[src/rtl/dmem_arbiter_if.sv]
// Data-memory bus shared by the CPU data port, host/DMA port and RAM.
// slave is the arbiter's view; master is the surrounding system's view.
interface dmem_arbiter_if;
  logic        cpu_req;
  logic [31:0] cpu_addr;
  logic [31:0] cpu_wdata;
  logic [3:0]  cpu_wen;
  logic [31:0] cpu_rdata;
  logic        cpu_stall;
  logic        host_req;
  logic [31:0] host_addr;
  logic [31:0] host_wdata;
  logic [3:0]  host_wen;
  logic        host_lock;
  logic        host_gnt;
  logic        host_rvalid;
  logic [31:0] host_rdata;
  logic        host_err;
  logic [31:0] mem_addr;
  logic [31:0] mem_wdata;
  logic [3:0]  mem_wen;
  logic [31:0] mem_rdata;

  modport slave (
    input  cpu_req, cpu_addr, cpu_wdata, cpu_wen,
    output cpu_rdata, cpu_stall,
    input  host_req, host_addr, host_wdata, host_wen, host_lock,
    output host_gnt, host_rvalid, host_rdata, host_err,
    output mem_addr, mem_wdata, mem_wen,
    input  mem_rdata
  );

  modport master (
    output cpu_req, cpu_addr, cpu_wdata, cpu_wen,
    input  cpu_rdata, cpu_stall,
    output host_req, host_addr, host_wdata, host_wen, host_lock,
    input  host_gnt, host_rvalid, host_rdata, host_err,
    input  mem_addr, mem_wdata, mem_wen,
    output mem_rdata
  );
endinterface

[src/rtl/dmem_arbiter.sv]
// CPU-priority arbiter for the single data-memory port, with host
// starvation guard and bounded host burst lock.
module dmem_arbiter #(
  parameter int MEM_WORDS    = 1024,
  parameter int STARVE_LIMIT = 8,
  parameter int BURST_MAX    = 4
) (
  input logic          clk,
  input logic          rst_n,
  dmem_arbiter_if.slave bus
);
  localparam int SW = $clog2(STARVE_LIMIT + 1);
  localparam int BW = $clog2(BURST_MAX + 1);
  localparam logic [31:0]   ADDR_END = 32'(4 * MEM_WORDS);
  localparam logic [SW-1:0] S_MAX    = SW'(STARVE_LIMIT);
  localparam logic [BW-1:0] B_MAX    = BW'(BURST_MAX);

  typedef enum logic {S_CPU, S_HOST} state_t;

  state_t        state, state_n;
  logic [SW-1:0] starve_cnt, starve_n;
  logic [BW-1:0] burst_cnt, burst_n;
  logic          grant_host;
  logic          cpu_own;
  logic          cpu_ok;
  logic          host_ok;
  logic          host_rd;

  function automatic logic acc_ok(logic [31:0] a, logic [3:0] w);
    return (a < ADDR_END) && !((a[1:0] != 2'b00) && (w == 4'hF));
  endfunction

  assign cpu_ok  = acc_ok(bus.cpu_addr, bus.cpu_wen);
  assign host_ok = acc_ok(bus.host_addr, bus.host_wen);
  assign host_rd = (bus.host_wen == 4'h0);

  always_comb begin
    state_n    = state;
    starve_n   = starve_cnt;
    burst_n    = burst_cnt;
    grant_host = 1'b0;
    if (rst_n) begin
      unique case (state)
        S_CPU: begin
          grant_host = bus.host_req &&
                       (!bus.cpu_req || starve_cnt == S_MAX);
          if (grant_host && bus.host_lock && BURST_MAX > 1) begin
            state_n = S_HOST;
            burst_n = BW'(1);
          end
        end
        S_HOST: begin
          grant_host = bus.host_req;
          burst_n    = burst_cnt + BW'(grant_host);
          // burst ends here; the next cycle is always CPU-priority
          if (!bus.host_req || !bus.host_lock || burst_n == B_MAX) begin
            state_n = S_CPU;
            burst_n = '0;
          end
        end
        default: state_n = S_CPU;
      endcase
      if (bus.host_req && !grant_host)
        starve_n = (starve_cnt == S_MAX) ? S_MAX : starve_cnt + 1'b1;
      else
        starve_n = '0;
    end
  end

  assign cpu_own       = rst_n && bus.cpu_req && !grant_host;
  assign bus.host_gnt  = grant_host;
  assign bus.cpu_stall = bus.cpu_req && grant_host;
  assign bus.cpu_rdata = (cpu_own && cpu_ok) ? bus.mem_rdata : '0;

  always_comb begin
    bus.mem_addr  = '0;
    bus.mem_wdata = '0;
    bus.mem_wen   = '0;
    unique case (1'b1)
      grant_host: begin
        bus.mem_addr  = bus.host_addr;
        bus.mem_wdata = bus.host_wdata;
        bus.mem_wen   = host_ok ? bus.host_wen : 4'h0;
      end
      cpu_own: begin
        bus.mem_addr  = bus.cpu_addr;
        bus.mem_wdata = bus.cpu_wdata;
        bus.mem_wen   = cpu_ok ? bus.cpu_wen : 4'h0;
      end
      default: ;
    endcase
  end

  always_ff @(posedge clk or negedge rst_n) begin
    if (!rst_n) begin
      state           <= S_CPU;
      starve_cnt      <= '0;
      burst_cnt       <= '0;
      bus.host_rvalid <= 1'b0;
      bus.host_err    <= 1'b0;
      bus.host_rdata  <= '0;
    end else begin
      state           <= state_n;
      starve_cnt      <= starve_n;
      burst_cnt       <= burst_n;
      bus.host_rvalid <= grant_host && host_rd;
      bus.host_err    <= grant_host && !host_ok;
      if (grant_host && host_rd)
        bus.host_rdata <= host_ok ? bus.mem_rdata : 32'hDEAD_BEEF;
    end
  end
endmodule

[src/flat_wrapper.sv]
// flat-port wrapper written by rule: the top's interface ports become plain ports
module dmem_arbiter_flat 
#(
  parameter int MEM_WORDS    = 1024,
  parameter int STARVE_LIMIT = 8,
  parameter int BURST_MAX    = 4
)
  (clk, rst_n, bus_cpu_req, bus_cpu_addr, bus_cpu_wdata, bus_cpu_wen, bus_cpu_rdata, bus_cpu_stall, bus_host_req, bus_host_addr, bus_host_wdata, bus_host_wen, bus_host_lock, bus_host_gnt, bus_host_rvalid, bus_host_rdata, bus_host_err, bus_mem_addr, bus_mem_wdata, bus_mem_wen, bus_mem_rdata);
  dmem_arbiter_if bus_i ();
  input logic clk;
  input logic rst_n;
  input wire logic [$bits(bus_i.cpu_req)-1:0] bus_cpu_req;
  input wire logic [$bits(bus_i.cpu_addr)-1:0] bus_cpu_addr;
  input wire logic [$bits(bus_i.cpu_wdata)-1:0] bus_cpu_wdata;
  input wire logic [$bits(bus_i.cpu_wen)-1:0] bus_cpu_wen;
  output wire logic [$bits(bus_i.cpu_rdata)-1:0] bus_cpu_rdata;
  output wire logic [$bits(bus_i.cpu_stall)-1:0] bus_cpu_stall;
  input wire logic [$bits(bus_i.host_req)-1:0] bus_host_req;
  input wire logic [$bits(bus_i.host_addr)-1:0] bus_host_addr;
  input wire logic [$bits(bus_i.host_wdata)-1:0] bus_host_wdata;
  input wire logic [$bits(bus_i.host_wen)-1:0] bus_host_wen;
  input wire logic [$bits(bus_i.host_lock)-1:0] bus_host_lock;
  output wire logic [$bits(bus_i.host_gnt)-1:0] bus_host_gnt;
  output wire logic [$bits(bus_i.host_rvalid)-1:0] bus_host_rvalid;
  output wire logic [$bits(bus_i.host_rdata)-1:0] bus_host_rdata;
  output wire logic [$bits(bus_i.host_err)-1:0] bus_host_err;
  output wire logic [$bits(bus_i.mem_addr)-1:0] bus_mem_addr;
  output wire logic [$bits(bus_i.mem_wdata)-1:0] bus_mem_wdata;
  output wire logic [$bits(bus_i.mem_wen)-1:0] bus_mem_wen;
  input wire logic [$bits(bus_i.mem_rdata)-1:0] bus_mem_rdata;
  assign bus_i.cpu_req = bus_cpu_req;
  assign bus_i.cpu_addr = bus_cpu_addr;
  assign bus_i.cpu_wdata = bus_cpu_wdata;
  assign bus_i.cpu_wen = bus_cpu_wen;
  assign bus_cpu_rdata = bus_i.cpu_rdata;
  assign bus_cpu_stall = bus_i.cpu_stall;
  assign bus_i.host_req = bus_host_req;
  assign bus_i.host_addr = bus_host_addr;
  assign bus_i.host_wdata = bus_host_wdata;
  assign bus_i.host_wen = bus_host_wen;
  assign bus_i.host_lock = bus_host_lock;
  assign bus_host_gnt = bus_i.host_gnt;
  assign bus_host_rvalid = bus_i.host_rvalid;
  assign bus_host_rdata = bus_i.host_rdata;
  assign bus_host_err = bus_i.host_err;
  assign bus_mem_addr = bus_i.mem_addr;
  assign bus_mem_wdata = bus_i.mem_wdata;
  assign bus_mem_wen = bus_i.mem_wen;
  assign bus_i.mem_rdata = bus_mem_rdata;
  dmem_arbiter #(.MEM_WORDS(MEM_WORDS), .STARVE_LIMIT(STARVE_LIMIT), .BURST_MAX(BURST_MAX)) u_core (.clk(clk), .rst_n(rst_n), .bus(bus_i));
endmodule
[config.mk]
export PLATFORM = sky130hd
export DESIGN_NAME = dmem_arbiter_flat
export DESIGN_NICKNAME = d
export VERILOG_FILES = /design/src/rtl/dmem_arbiter_if.sv /design/src/rtl/dmem_arbiter.sv /design/src/flat_wrapper.sv
export SDC_FILE = /design/constraint.sdc
export NUM_CORES = 1
export LEC_CHECK = 0
export BUFFER_PORTS_ARGS = -buffer_cell sky130_fd_sc_hd__buf_2
export CAP_MARGIN = 20
export CELL_PAD_IN_SITES_DETAIL_PLACEMENT = 1
export CELL_PAD_IN_SITES_GLOBAL_PLACEMENT = 1
export CORE_MARGIN = 5
export CORE_UTILIZATION = 23
export DETAILED_ROUTE_END_ITERATION = 10
export GPL_TIMING_DRIVEN = 0
export PLACE_DENSITY_LB_ADDON = 0.1
export SLEW_MARGIN = 15
export SYNTH_ARGS = -nofsm -noshare
export SYNTH_HDL_FRONTEND = slang
export SYNTH_SLANG_ARGS = --single-unit
[constraint.sdc]
create_clock -name clk -period 2.5 [get_ports clk]
set_clock_uncertainty 0.15 [all_clocks]
set_input_delay 0.25 -clock clk [delete_from_list [all_inputs] [get_ports clk]]
set_output_delay 0.25 -clock clk [all_outputs]
set_load 0.01 [all_outputs]
Yosys cells after proc, flatten, opt, wreduce, memory -nomap -nowiden. Index checks and enable logic that the tools add are counted.

Flip-flop bits (word level): 42. Latch bits: 0. Memory bits (writable): 0. ROM bits: 0. Input bits: 173. Output and inout port bits: 136. Word-level logic and storage cells: 62. Memories: 0.

Add/sub/neg operators: 2. Multiply operators: 0. Div/mod/pow operators: 0. Magnitude comparators: 2. Equality and inequality tests: 5. Shift-type cells: 0. Muxes and demuxes: 18. Bitwise gates (word level): 1. Reductions and logical operators: 28.

Operators by type and width (count): 32-bit one-hot mux with 2 select lines (2); 32-bit by 13-bit less-than comparator with 1-bit output, second input constant (2); 32-bit two-way mux (2); 4-bit two-way mux (4); 1-bit logical AND (13); 4-bit == test, second input constant (3); 1-bit logical NOT (8); 4-bit one-hot mux with 2 select lines (1); 3-bit two-way mux (2); 3-bit one-hot mux with 2 select lines (1); 4-bit by 1-bit adder with 4-bit output, second input constant (1); 4-bit logical NOT (1); 1-bit two-way mux (4); 1-bit one-hot mux with 2 select lines (2); 2-bit nonzero test (2); 3-bit by 1-bit adder with 3-bit output (1); 3-bit == test, second input constant (1); 1-bit logical OR (3); 2-bit by 1-bit inequality test with 1-bit output, second input constant (1); 2-bit AND reduction (1); 1-bit NOT (1).

Longest topological paths before layout. Gate-level depths: netlist of run 1.

Depth after elaboration: 10. Mapped depth: 8.

Worst setup path before layout of run 1. No wires, ideal clock.

Path kind: register -> output. From: register u_core.starve_cnt[0]. To: output port bus_cpu_rdata[10]. Arrival: 1732 ps. Data required time: 2100 ps. Slack: 368 ps. Cell stages (with the launch flop): 8. Path buffers: 1. Path through: dfrtp_1 -> inv_1 -> ha_1 -> nand3b_1 -> nand2b_1 -> a2111oi_4 -> buf_6 -> and2_1.

Cells in the longest elaborated chain, start to end: 10.

RTL lines: start: declaration (RTL line dmem_arbiter.sv:21) `logic [SW-1:0] starve_cnt, starve_n;`; start signal: assignment (RTL line dmem_arbiter.sv:104) `starve_cnt <= starve_n;`; 4-bit == test (RTL line dmem_arbiter.sv:46) `(!bus.cpu_req || starve_cnt == S_MAX);`; 1-bit logical OR (RTL line dmem_arbiter.sv:46); 1-bit logical AND (RTL line dmem_arbiter.sv:45) `grant_host = bus.host_req &&`; 1-bit one-hot mux with 2 select lines (RTL line dmem_arbiter.sv:43) `unique case (state)`; 1-bit two-way mux (2 in a row) (RTL line dmem_arbiter.sv:42) `if (rst_n) begin`; 1-bit logical NOT (RTL line dmem_arbiter.sv:70) `assign cpu_own = rst_n && bus.cpu_req && !grant_host;`; 1-bit logical AND (RTL line dmem_arbiter.sv:70); 1-bit logical AND (RTL line dmem_arbiter.sv:73) `assign bus.cpu_rdata = (cpu_own && cpu_ok) ? bus.mem_rdata : '0;`; 32-bit two-way mux (RTL line dmem_arbiter.sv:73); end: declaration (RTL line flat_wrapper.sv:16) `output wire logic [$bits(bus_i.cpu_rdata)-1:0] bus_cpu_rdata;`.

No other way between the ends. The select of a mux whose other input is x is not followed.

Worst setup path after layout of run 1.
From: register u_core.starve_cnt[1]. To: output port bus_cpu_rdata[17].

Same word-level chain as after synthesis.

==> results of run 1 <==
## cells by family after synthesis
family | synth area share (%)
AND/OR/NAND/NOR | 22.56
multiplexers | 0.3691
buffers and inverters | 5.988
flip-flops | 34.45
AO/OA/AOI/OAI | 34.99
adder cells (fa/ha/maj) | 1.641
## synth_stat cells
master     number  share of area, %
nor4_2          3               1.2
a22o_1         73                21
and4_1          1              0.29
nand2_1        13               1.6
clkbuf_1       12               1.5
nand4b_1        1              0.29
o211ai_2        2              0.82
o21a_1          1              0.25
buf_6           3               1.1
nor3_1         28               4.6
nor2b_1         2              0.41
nand4_1         3              0.62
ha_1            4               1.6
o21ai_0         3              0.49
a21oi_2         2              0.57
a21o_1          1              0.25
nand3b_1        1              0.25
inv_2           1              0.12
inv_1           4              0.49
nor4_1          7               1.4
a31oi_1         1              0.21
nor4_4          1              0.70
a32o_1          4               1.3
and2_1         33               6.8
nand3_1         6              0.98
mux2_2          1              0.37
a2111oi_4       1              0.90
o22ai_1         3              0.62
and3_1          8               1.6
a21oi_1        51               8.4
a211oi_1        1              0.25
nand2b_1        5               1.0
dfrtp_1        42                34
nor2_1          4              0.49
buf_2          17               2.8
nor3b_1         1              0.25
## placed cells by master (no fill, tap or decap), types with 2 or more instances in the layout
| cell | instances |
|---|---|
| o21ai_0 | 3 |
| clkbuf_16 | 10 |
| buf_2 | 264 |
| buf_4 | 25 |
| and3_1 | 8 |
| and2_4 | 29 |
| dfrtp_1 | 42 |
| o22ai_1 | 3 |
| o211ai_2 | 2 |
| a32o_1 | 3 |
| clkbuf_4 | 2 |
| a21oi_1 | 51 |
| buf_8 | 8 |
| nand2b_1 | 4 |
| nand4_1 | 3 |
| a22o_1 | 73 |
| and2_1 | 4 |
| clkbuf_2 | 2 |
| clkbuf_1 | 5 |
| ha_1 | 3 |
| nor3_1 | 28 |
| nor4_1 | 6 |
| inv_2 | 3 |
| nor2b_1 | 2 |
| nor4_2 | 4 |
| nand3_1 | 5 |
| buf_12 | 3 |
| buf_6 | 55 |
| inv_1 | 2 |
| nor2_1 | 4 |
| nand2_1 | 12 |
| clkbuf_8 | 3 |
| a21oi_4 | 2 |
## flip-flops by register name, summed over array words and instances (netlist names)
| name | count |
|---|---|
| u_core.bus.host_rdata | 32 |
| u_core.starve_cnt | 4 |
| u_core.burst_cnt | 3 |
| u_core.bus.host_err | 1 |
| u_core.bus.host_rvalid | 1 |
| u_core.state | 1 |
## layer usage
metal	GRT usage [%]	vias to the layer above	wire length [microns]
li1	-	2019	-
met1	25.09	2064	7207
met2	36.92	159	8939
met3	5.842	21	1202
met4	3.635	0	284
met5	0	-	0
## per-stage QoR
step | TNS [ps] | util, % | hold slack [ps] | worst slack [ps]
floorplan | 0 | - | -195.6 | 368.0
finish | -1658 | 44.99 | 118.8 | -77.04
CTS | -245.8 | 39.57 | 114.3 | -33.60
detailed placement | -48440 | 36.63 | 340.1 | -688.0
global route | -10330 | 44.99 | 134.0 | -175.0
global placement | -43570 | 36.63 | 328.1 | -651.2
## power by group through the flow
stage | registers [uW] | logic [uW] | clock network, uW
final | 840 | 894 | 724
after global routing | 852 | 976 | 764
after CTS | 839 | 809 | 729
after detailed placement | 850 | 773 | 0
after global placement | 847 | 758 | 0
after floorplan | 890 | 295 | 0
## tightest hold or removal path: cells and delay by family
family	cells	cell delay [ps]
and+or+nand+nor	1	40
buffers and inverters	1	90
AOI/OAI and AO/OA	1	120
## layout make-up
| type | count | area share (%) |
|---|---|---|
| Buffer | 31 | 4.763 |
| Clock buffer | 8 | 2.815 |
| Inverter | 5 | 0.3175 |
| Multi-Input combinational cell | 265 | 32.81 |
| Sequential cell | 42 | 17.78 |
| Tap cell | 176 | 3.726 |
| Timing Repair Buffer | 340 | 37.79 |
## what timing repair did
item / CTS / global route
pin swaps: 4 / 49
gates resized for setup: 36 / 115
gates cloned: 2 / 5
endpoints found under the setup margin: 102 / 97
hold endpoints to repair: 42 / 0
setup buffers: 8 / 15
hold buffers: 2 / 0
## path summary, 6_finish.rpt
check                                      from                        end  slack (ps)  cells past startpoint
min in group asynchronous                 rst_n     u_core.bus.host_rvalid         410                      3
hold / removal                bus_mem_rdata[19]  u_core.bus.host_rdata[19]         120                      3
setup reg to reg           u_core.starve_cnt[0]  u_core.bus.host_rdata[16]         210                     10
max in group asynchronous                 rst_n  u_core.bus.host_rdata[20]        1580                      3
hold reg to reg             u_core.burst_cnt[2]        u_core.burst_cnt[2]         350                      1
setup / recovery           u_core.starve_cnt[1]          bus_cpu_rdata[17]         -80                      9
==> summary.md, run 1 <==
| Metric | Value |
|---|---|
| Status | `complete, but fails checks` |
| Failing checks | `setup timing` |
| # port buffers | `308` |
| Cell family with most CP delay | `buffers and inverters` |
| CP endpoint kind | `output pin` |
| Post-DP HPWL | `13.83 mm` |
| Area grow syn2layout | `93.77%` |
| Slew headroom | `62.36%` |
| Unrepaired setup endpoints after global routing | `true` |
| Placed inst area | `4812 sq um` |
| Row count | `42` |
| Num CTS Buffers | `5` |
| Final worst setup slack | `-77.04 ps` |
| Crit path time final | `2577 ps` |
| Final Hold Fails | `0` |
| Initial drt markers | `160` |
| Mapped Nets | `521` |
| Via density per instance | `4.917` |
| Syn Std Cell Area | `3050 sq um` |
| Net switching power | `780.1 uW` |
| VDD IR max | `0.2581 mV` |
| Final wirelength | `17.63 mm` |
| Power Internal | `1677 uW` |
| WP data arrival | `2180 ps` |
| H-tree levels | `2` |
| Clock power share | `29.5%` |
| Largest net degree at the start of global routing | `43` |
| Post-Layout Cell Count | `867` |
| Post-DRT Antenna Nets | `0` |
| Filler cell count | `1,609` |
| Max-Cap Viols | `0` |
| Finished Cell Area | `5911 sq um` |
| LEAKAGE | `0.003109 uW` |
| Synth Register Bits | `42` |
| Fin crit share | `103.1%` |
| Clk slew on worst S/H paths | `60 ps` |
| Die width | `125.2 microns` |
| Overall power | `2457 uW` |
| Area occupied by multi-input gates | `1939 sq um` |
| GPL Wtd Cong | `0.9217` |
| Vias in the first global route | `4,585` |
| CTS root buffer | `clkbuf_16` |
| Total Die Area | `15,670 sq um` |
| Die height | `125.2 microns` |
| F_max | `0.3880 GHz` |
| Vias | `4,263` |
| Global-route wire length before repair | `26.17 mm` |
| Largest stage delay, worst path | `380 ps` |
| Latest clock arrival within the worst-skew pair | `280 ps` |
| Switching Share | `31.75%` |
| Register area share after synthesis | `34.45%` |
| Slowest cell on the critical path | `a2111oi_4` |
| Sequential Area | `1051 sq um` |
| Crit-path cells | `inv_2 > ha_4 > nand3b_1 > nand2b_4 > a2111oi_4 > buf_6 > clkbuf_16 > and2_4 > buf_6` |
| GRT Resource Usage Total | `20.67%` |
| HP Class | `in2reg` |
| Drt wl/cell | `20.34 microns` |
| Antenna cells | `0` |
| DRT Pass-1 Iters | `4` |
| Cell mode on critical path | `buf_6` |
| Clock sink count | `42` |
| Kind of critical path | `reg2out` |
| GRT overflow | `0` |
| Power Density | `415.7 nW/um^2` |
| Avg Cell Area, Syn | `8.868 sq um` |
| Core area | `13,140 sq um` |
| Initial antenna violation count | `0` |
| NumNets Final | `867` |
| Worst-Margin Slew | `560.0 ps` |
| Part of the power in registers | `34.2%` |
| Critical path buffers and inverters | `4` |
| YS warnings | `0` |
| Final Slew Violations | `0` |
| Placed Cells | `828` |
| Share of cells above drive strength 1 | `60.93%` |
| I/O pin count | `309` |
| CTS tree | `yes` |
| Initial Util | `23.22%` |
| Logic pwr share | `36.4%` |
| Synth Instances | `344` |
| Worst EP required | `2100 ps` |
| Crit-path max FO | `8` |
| Final setup fails | `47` |
| CP Launch Type | `register` |
| Residual DRC count | `0` |
| Post-synth cell types | `36` |
| Clock Tree Buf Depth | `2` |
Power figures use the tool's default switching activity.
==> run 2, diff against run 1 <==
==> constraint.sdc (replaced) <==
create_clock -name clk -period 2.5 [get_ports clk]
set_clock_uncertainty 0.15 [all_clocks]
set_input_delay 0.125 -clock clk [delete_from_list [all_inputs] [get_ports clk]]
set_output_delay 0.125 -clock clk [all_outputs]
set_load 0.01 [all_outputs]
==> run 2 against run 1 <==
The run still ends with setup timing left. Sequential power hardly changed. Final cell count down 1.0%. Maximum frequency rose by 1.5%. Clock-buffer cell count unchanged. Die area unchanged. Worst setup slack gained 39 ps. Final area is 10% lower. Non-clock buffer count shrank 9. Sequential cell count unchanged. Critical endpoint is now bus_cpu_rdata[1]. Largest power group is now registers.
==> summary.md, run 2 (synthesized netlist as in run 1, its figures left out) <==
| Metric | Value |
|---|---|
| Slowest cell on the critical path | `dfrtp_1` |
| Cell family with most CP delay | `buffers and inverters` |
| GR Util met2 | `36.89%` |
| Slew headroom | `64.79%` |
| Share of cells above drive strength 1 | `55.28%` |
| Drt wl/cell | `19.93 microns` |
| Num CTS Buffers | `5` |
| Residual DRC count | `0` |
| Largest net degree at the start of global routing | `43` |
| Unrepaired setup endpoints after global routing | `true` |
| Core area | `13,140 sq um` |
| H-tree levels | `2` |
| Initial antenna violation count | `0` |
| F_max | `0.3940 GHz` |
| Die width | `125.2 microns` |
| Sequential Area | `1051 sq um` |
| WP data arrival | `2260 ps` |
| Met3 usage | `5.800%` |
| Clk slew on worst S/H paths | `60 ps` |
| Global-route wire length before repair | `26.05 mm` |
| Biggest registers after layout | `u_core.bus.host_rdata x32, u_core.starve_cnt x4, u_core.burst_cnt x3` |
| Met1 Use GR | `24.99%` |
| GRT overflow | `0` |
| Cell mode on critical path | `buf_2` |
| Latest clock arrival within the worst-skew pair | `280 ps` |
| GPL Wtd Cong | `0.9217` |
| GRT Resource Usage Total | `20.58%` |
| Core Util, Final | `40.50%` |
| Final worst setup slack | `-38.11 ps` |
| Clock Tree Buf Depth | `2` |
| CTS root buffer | `clkbuf_16` |
| Max reg flops | `32` |
| CTS tree | `yes` |
| Clock sink count | `42` |
| Placed Cells | `828` |
| Fin crit share | `101.5%` |
| Vias in the first global route | `4,556` |
| Crit path time final | `2538 ps` |
| # port buffers | `308` |
| DRT Pass-1 Iters | `4` |
| Most frequent cells in the layout | `buf_2 (312), a22o_1 (73), a21oi_1 (51)` |
| Crit-path cells | `inv_2 > ha_4 > nand3b_1 > buf_4 > nand2b_4 > a2111oi_4 > buf_6 > buf_2 > and2_1 > buf_2` |
| Via density per instance | `4.893` |
| Antenna cells | `0` |
| Kind of critical path | `reg2out` |
| Total Die Area | `15,670 sq um` |
| Final Slew Violations | `0` |
| I/O pin count | `309` |
| Initial drt markers | `147` |
| Final setup fails | `11` |
| Commonest non-fill, non-tap cell in the layout | `buf_2` |
| Area grow syn2layout | `74.41%` |
| Biggest register | `u_core.bus.host_rdata` |
| HP Class | `in2reg` |
| TNS Setup | `-166.6 ps` |
| Crit-path max FO | `6` |
| Final wirelength | `17.10 mm` |
| Critical path buffers and inverters | `5` |
| Setup slack, reg-to-reg | `300 ps` |
| Die height | `125.2 microns` |
| LEAKAGE | `0.002923 uW` |
| CP Launch Type | `register` |
| Vias | `4,198` |
| Worst EP required | `2230 ps` |
| Filler cell count | `1,652` |
| Post-DP HPWL | `13.83 mm` |
| NumNets Final | `858` |
| Failing checks | `setup timing` |
| Area occupied by multi-input gates | `1864 sq um` |
| Status | `complete, but fails checks` |
| Max-Cap Viols | `0` |
| CP endpoint kind | `output pin` |
| VDD IR max | `0.2576 mV` |
| Post-DRT Antenna Nets | `0` |
| Post-Layout Cell Count | `858` |
| Largest stage delay, worst path | `380 ps` |
| Gr busiest metal | `met2` |
| Worst-Margin Slew | `523.8 ps` |
| Final Hold Fails | `0` |
| Initial Util | `23.22%` |
| Row count | `42` |
| Power Density | `445.4 nW/um^2` |
run 2: changes by cell type in the layout (fill, tap and decap cells not counted), sizes merged:
cell	change
buf	-16
dlygate4sd3	+9
clkbuf	-2
run 2: area by class of cell:
class	count	area share (%)
multi-input cells	265	35.04
repair buffers	330	33.94
flip-flops and latches	42	19.76
well taps	176	4.139
plain buffers	32	3.645
clock buffers	8	3.128
inverters	5	0.3528
run 2: final timing paths:
kind,cells after the start,start,to
max,10,u_core.starve_cnt[0],bus_cpu_rdata[1]
min,3,bus_mem_rdata[30],u_core.bus.host_rdata[30]
max in group asynchronous,3,rst_n,u_core.bus.host_rdata[20]
min reg2reg,1,u_core.burst_cnt[2],u_core.burst_cnt[2]
min in group asynchronous,3,rst_n,u_core.bus.host_rvalid
max reg2reg,8,u_core.starve_cnt[0],u_core.bus.host_rdata[16]
run 2: where the power goes:
part / internal, uW / leakage, uW / switching, uW
combinational: 379 / 0.00230 / 430
sequential: 781 / 0.000542 / 57.7
clock: 453 / 0.0000832 / 269
total: 1610 / 0.00292 / 757
run 2: metrics by stage:
stage / setup slack (ps) / cell area, sq um / hold slack, ps / power (uW)
after floorplan: 493.0 / 3050 / -320.6 / 1185
after global placement: -401.2 / 4812 / 224.0 / 1604
after detailed placement: -438.0 / 4812 / 235.3 / 1623
after CTS: 5.347 / 5195 / 0.2089 / 2375
after global routing: -137.6 / 5320 / 18.61 / 2503
final: -38.11 / 5320 / 3.689 / 2370
run 2: worst min-delay path, stage by stage:
cell and delay (ps):
buf_2 90, nor3_1 50, a21oi_1 130
run 2: layer usage:
layer	wire [microns]	vias to the layer above
met5	0	-
met4	263	0
met3	1116	19
met2	8738	149
met1	6984	2032
li1	-	1998
run 2: timing repair:
item,CTS,global route
buffers inserted,5,5
gates cloned,0,1
hold endpoints to repair,51,0
pin swaps,3,7
resized for setup,19,20
hold buffers,11,0
setup endpoints to repair,96,96
==> run 3, diff against run 2 <==
--- a/config.mk
+++ b/config.mk
@@ -10,7 +10,8 @@
 export CELL_PAD_IN_SITES_DETAIL_PLACEMENT = 1
 export CELL_PAD_IN_SITES_GLOBAL_PLACEMENT = 1
 export CORE_MARGIN = 5
-export CORE_UTILIZATION = 23
+export CORE_UTILIZATION = 24
+export CTS_BUF_LIST = sky130_fd_sc_hd__clkbuf_4
 export DETAILED_ROUTE_END_ITERATION = 10
 export GPL_TIMING_DRIVEN = 0
 export PLACE_DENSITY_LB_ADDON = 0.1
==> run 3 against run 2 <==
The run still ends with setup timing left. Sequential power rose by 0.6%. Final area rose by 8.2%. Maximum frequency increased by 1.3%. Register-to-register slack worse by 160 ps. Clock power shrank 37%. Sequential share of layout area decreased by 1.5 points. Critical path depth shrank 1. Sequential cell count did not move. Global-route usage increased by 1.2 points. Via count increased by 3.7%. Non-clock buffer count increased by 27. Critical path type unchanged. Critical endpoint is now bus_cpu_rdata[24]. Largest cell class unchanged. Largest power group is now combinational logic. Highest routed layer unchanged.
==> summary.md, run 3 (synthesized netlist as in run 1, its figures left out) <==
| Metric | Value |
|---|---|
| Status | `complete, but fails checks` |
| Failing checks | `setup timing` |
| Final Hold Fails | `0` |
| Power Density | `374.4 nW/um^2` |
| WP data arrival | `2230 ps` |
| F_max | `0.3990 GHz` |
| NumNets Final | `885` |
| Post-DP HPWL | `13.98 mm` |
| Worst EP required | `2230 ps` |
| Core area | `12,520 sq um` |
| Cell mode on critical path | `buf_6` |
| Part of the power in registers | `39.2%` |
| # port buffers | `308` |
| Antenna cells | `0` |
| Slowest cell on the critical path | `dfrtp_1` |
| Die height | `122.7 microns` |
| LEAKAGE | `0.003057 uW` |
| Post-DRT Antenna Nets | `0` |
| TNS Setup | `-5.976 ps` |
| Final Slew Violations | `0` |
| Final worst setup slack | `-5.976 ps` |
| Post-Layout Cell Count | `881` |
| Hold-critical path depth | `3` |
| Latest clock arrival within the worst-skew pair | `360 ps` |
| Most frequent cells in the layout | `buf_2 (285), a22o_1 (73), a21oi_1 (51)` |
| Placed Cells | `824` |
| Clk slew on worst S/H paths | `140 ps` |
| CTS tree | `yes` |
| DRT Pass-1 Iters | `4` |
| CP Launch Type | `register` |
| Final wirelength | `18.28 mm` |
| Crit-path max FO | `8` |
| Vias | `4,354` |
| Cells on worst reg2reg path | `10` |
| Kind of critical path | `reg2out` |
| Switching Share | `34.97%` |
| Final setup fails | `1` |
| Initial drt markers | `160` |
| Initial antenna violation count | `0` |
| Vias in the first global route | `4,643` |
| Crit-path cells | `inv_2 > ha_4 > nand3b_1 > nand2b_1 > a2111oi_4 > buf_6 > buf_6 > and2_1 > buf_2` |
| CTS root buffer | `clkbuf_4` |
| CP endpoint kind | `output pin` |
| Crit path time final | `2506 ps` |
| Biggest registers after layout | `u_core.bus.host_rdata x32, u_core.starve_cnt x4, u_core.burst_cnt x3` |
| Initial Util | `24.37%` |
| Biggest register | `u_core.bus.host_rdata` |
| HP Class | `in2reg` |
| Largest net degree at the start of global routing | `43` |
| Residual DRC count | `0` |
| Via density per instance | `4.942` |
| Global-route wire length before repair | `25.46 mm` |
| Share of cells above drive strength 1 | `56.70%` |
| Power Internal | `1401 uW` |
| GPL Wtd Cong | `0.7840` |
| Unrepaired setup endpoints after global routing | `true` |
| Die width | `122.7 microns` |
| VDD IR max | `0.2277 mV` |
| Area grow syn2layout | `88.68%` |
| GRT Resource Usage Total | `21.74%` |
| Slew headroom | `64.93%` |
| Num CTS Buffers | `5` |
| GRT overflow | `0` |
| Net switching power | `753.5 uW` |
| Max reg flops | `32` |
| Logic pwr share | `39.7%` |
| Largest stage delay, worst path | `390 ps` |
| Drt wl/cell | `20.75 microns` |
| Total Die Area | `15,070 sq um` |
| WP depth | `9` |
| I/O pin count | `309` |
| Core Util, Final | `45.98%` |
| Cell family with most CP delay | `buffers and inverters` |
| Row count | `41` |
| Critical path buffers and inverters | `4` |
| H-tree levels | `2` |
| Clock sink count | `42` |
| Max-Cap Viols | `0` |
| Commonest non-fill, non-tap cell in the layout | `buf_2` |
| Worst-Margin Slew | `521.8 ps` |
| Clock Tree Buf Depth | `2` |
| Clock power share | `21.1%` |
| Fin crit share | `100.2%` |
==> run 3: changes by cell type in the layout (fill, tap and decap cells not counted), sizes merged <==
| cell | before | now |
|---|---|---|
| clkbuf | 20 | 15 |
| clkinv | 0 | 2 |
| buf | 340 | 345 |
| dlygate4sd3 | 10 | 34 |
| bufinv | 0 | 1 |
==> run 3: layout make-up <==
type,instances,area (sq um)
fill,1560,6761
multi-input combinational,265,1912
sequential,42,1051
timing repair buffer,357,2236
clock buffer,5,37.54
clock inverter,3,40.04
tap,172,215.2
inverter,5,18.77
buffer,32,245.2
==> run 3: path summary, 6_finish.rpt <==
path | from | to | slack, ps
setup / recovery | u_core.starve_cnt[1] | bus_cpu_rdata[24] | -6
hold / removal | bus_mem_rdata[8] | u_core.bus.host_rdata[8] | 40
setup reg to reg | u_core.starve_cnt[1] | u_core.bus.host_rdata[25] | 140
hold reg to reg | u_core.bus.host_rdata[29] | u_core.bus.host_rdata[29] | 360
max in group asynchronous | rst_n | u_core.bus.host_rdata[20] | 1810
min in group asynchronous | rst_n | u_core.burst_cnt[1] | 180
==> run 3: power groups by stage <==
stage	combinational [uW]	sequential [uW]	clock [uW]
finish	856	844	454
global route	934	856	495
CTS	836	840	459
detailed placement	772	853	0
global placement	752	851	0
floorplan	295	890	0
==> run 3: layer usage <==
layer / share of wire (%) / vias up / wire length [microns] / track usage (%)
li1: - / 2049 / - / -
met1: 38 / 2124 / 6987 / 25.38
met2: 54 / 164 / 9809 / 40.08
met3: 6.9 / 17 / 1261 / 5.945
met4: 1.2 / 0 / 221 / 3.639
met5: 0 / - / 0 / 0
==> run 3: worst reg2reg max path, delay by kind of cell, from the launching register on <==
kind | cells | cell delay (ps)
compound gates | 2 | 310
fa+ha+maj | 1 | 140
simple gates | 2 | 330
buf+inv | 5 | 920
flops | 1 | 420
==> run 3: repair_timing <==
action / CTS / global route
gates cloned: 1 / 2
resized for setup: 18 / 100
setup buffers: 7 / 4
endpoints found under the setup margin: 102 / 95
hold buffers: 35 / 0
hold endpoints to repair: 74 / 0
pin swaps: 3 / 33
==> run 3: metrics by stage <==
step / hold slack (ps) / power, uW / setup WS [ps] / area [sq um]
2_1_floorplan: -320.6 / 1185 / 493.0 / 3050
3_3_place_gp: 231.6 / 1603 / -261.4 / 4807
3_5_place_dp: 238.1 / 1625 / -316.7 / 4807
4_1_cts: 24.51 / 2136 / -31.49 / 5350
5_1_grt: 34.46 / 2284 / -113.0 / 5756
6_report: 44.51 / 2155 / -5.976 / 5756
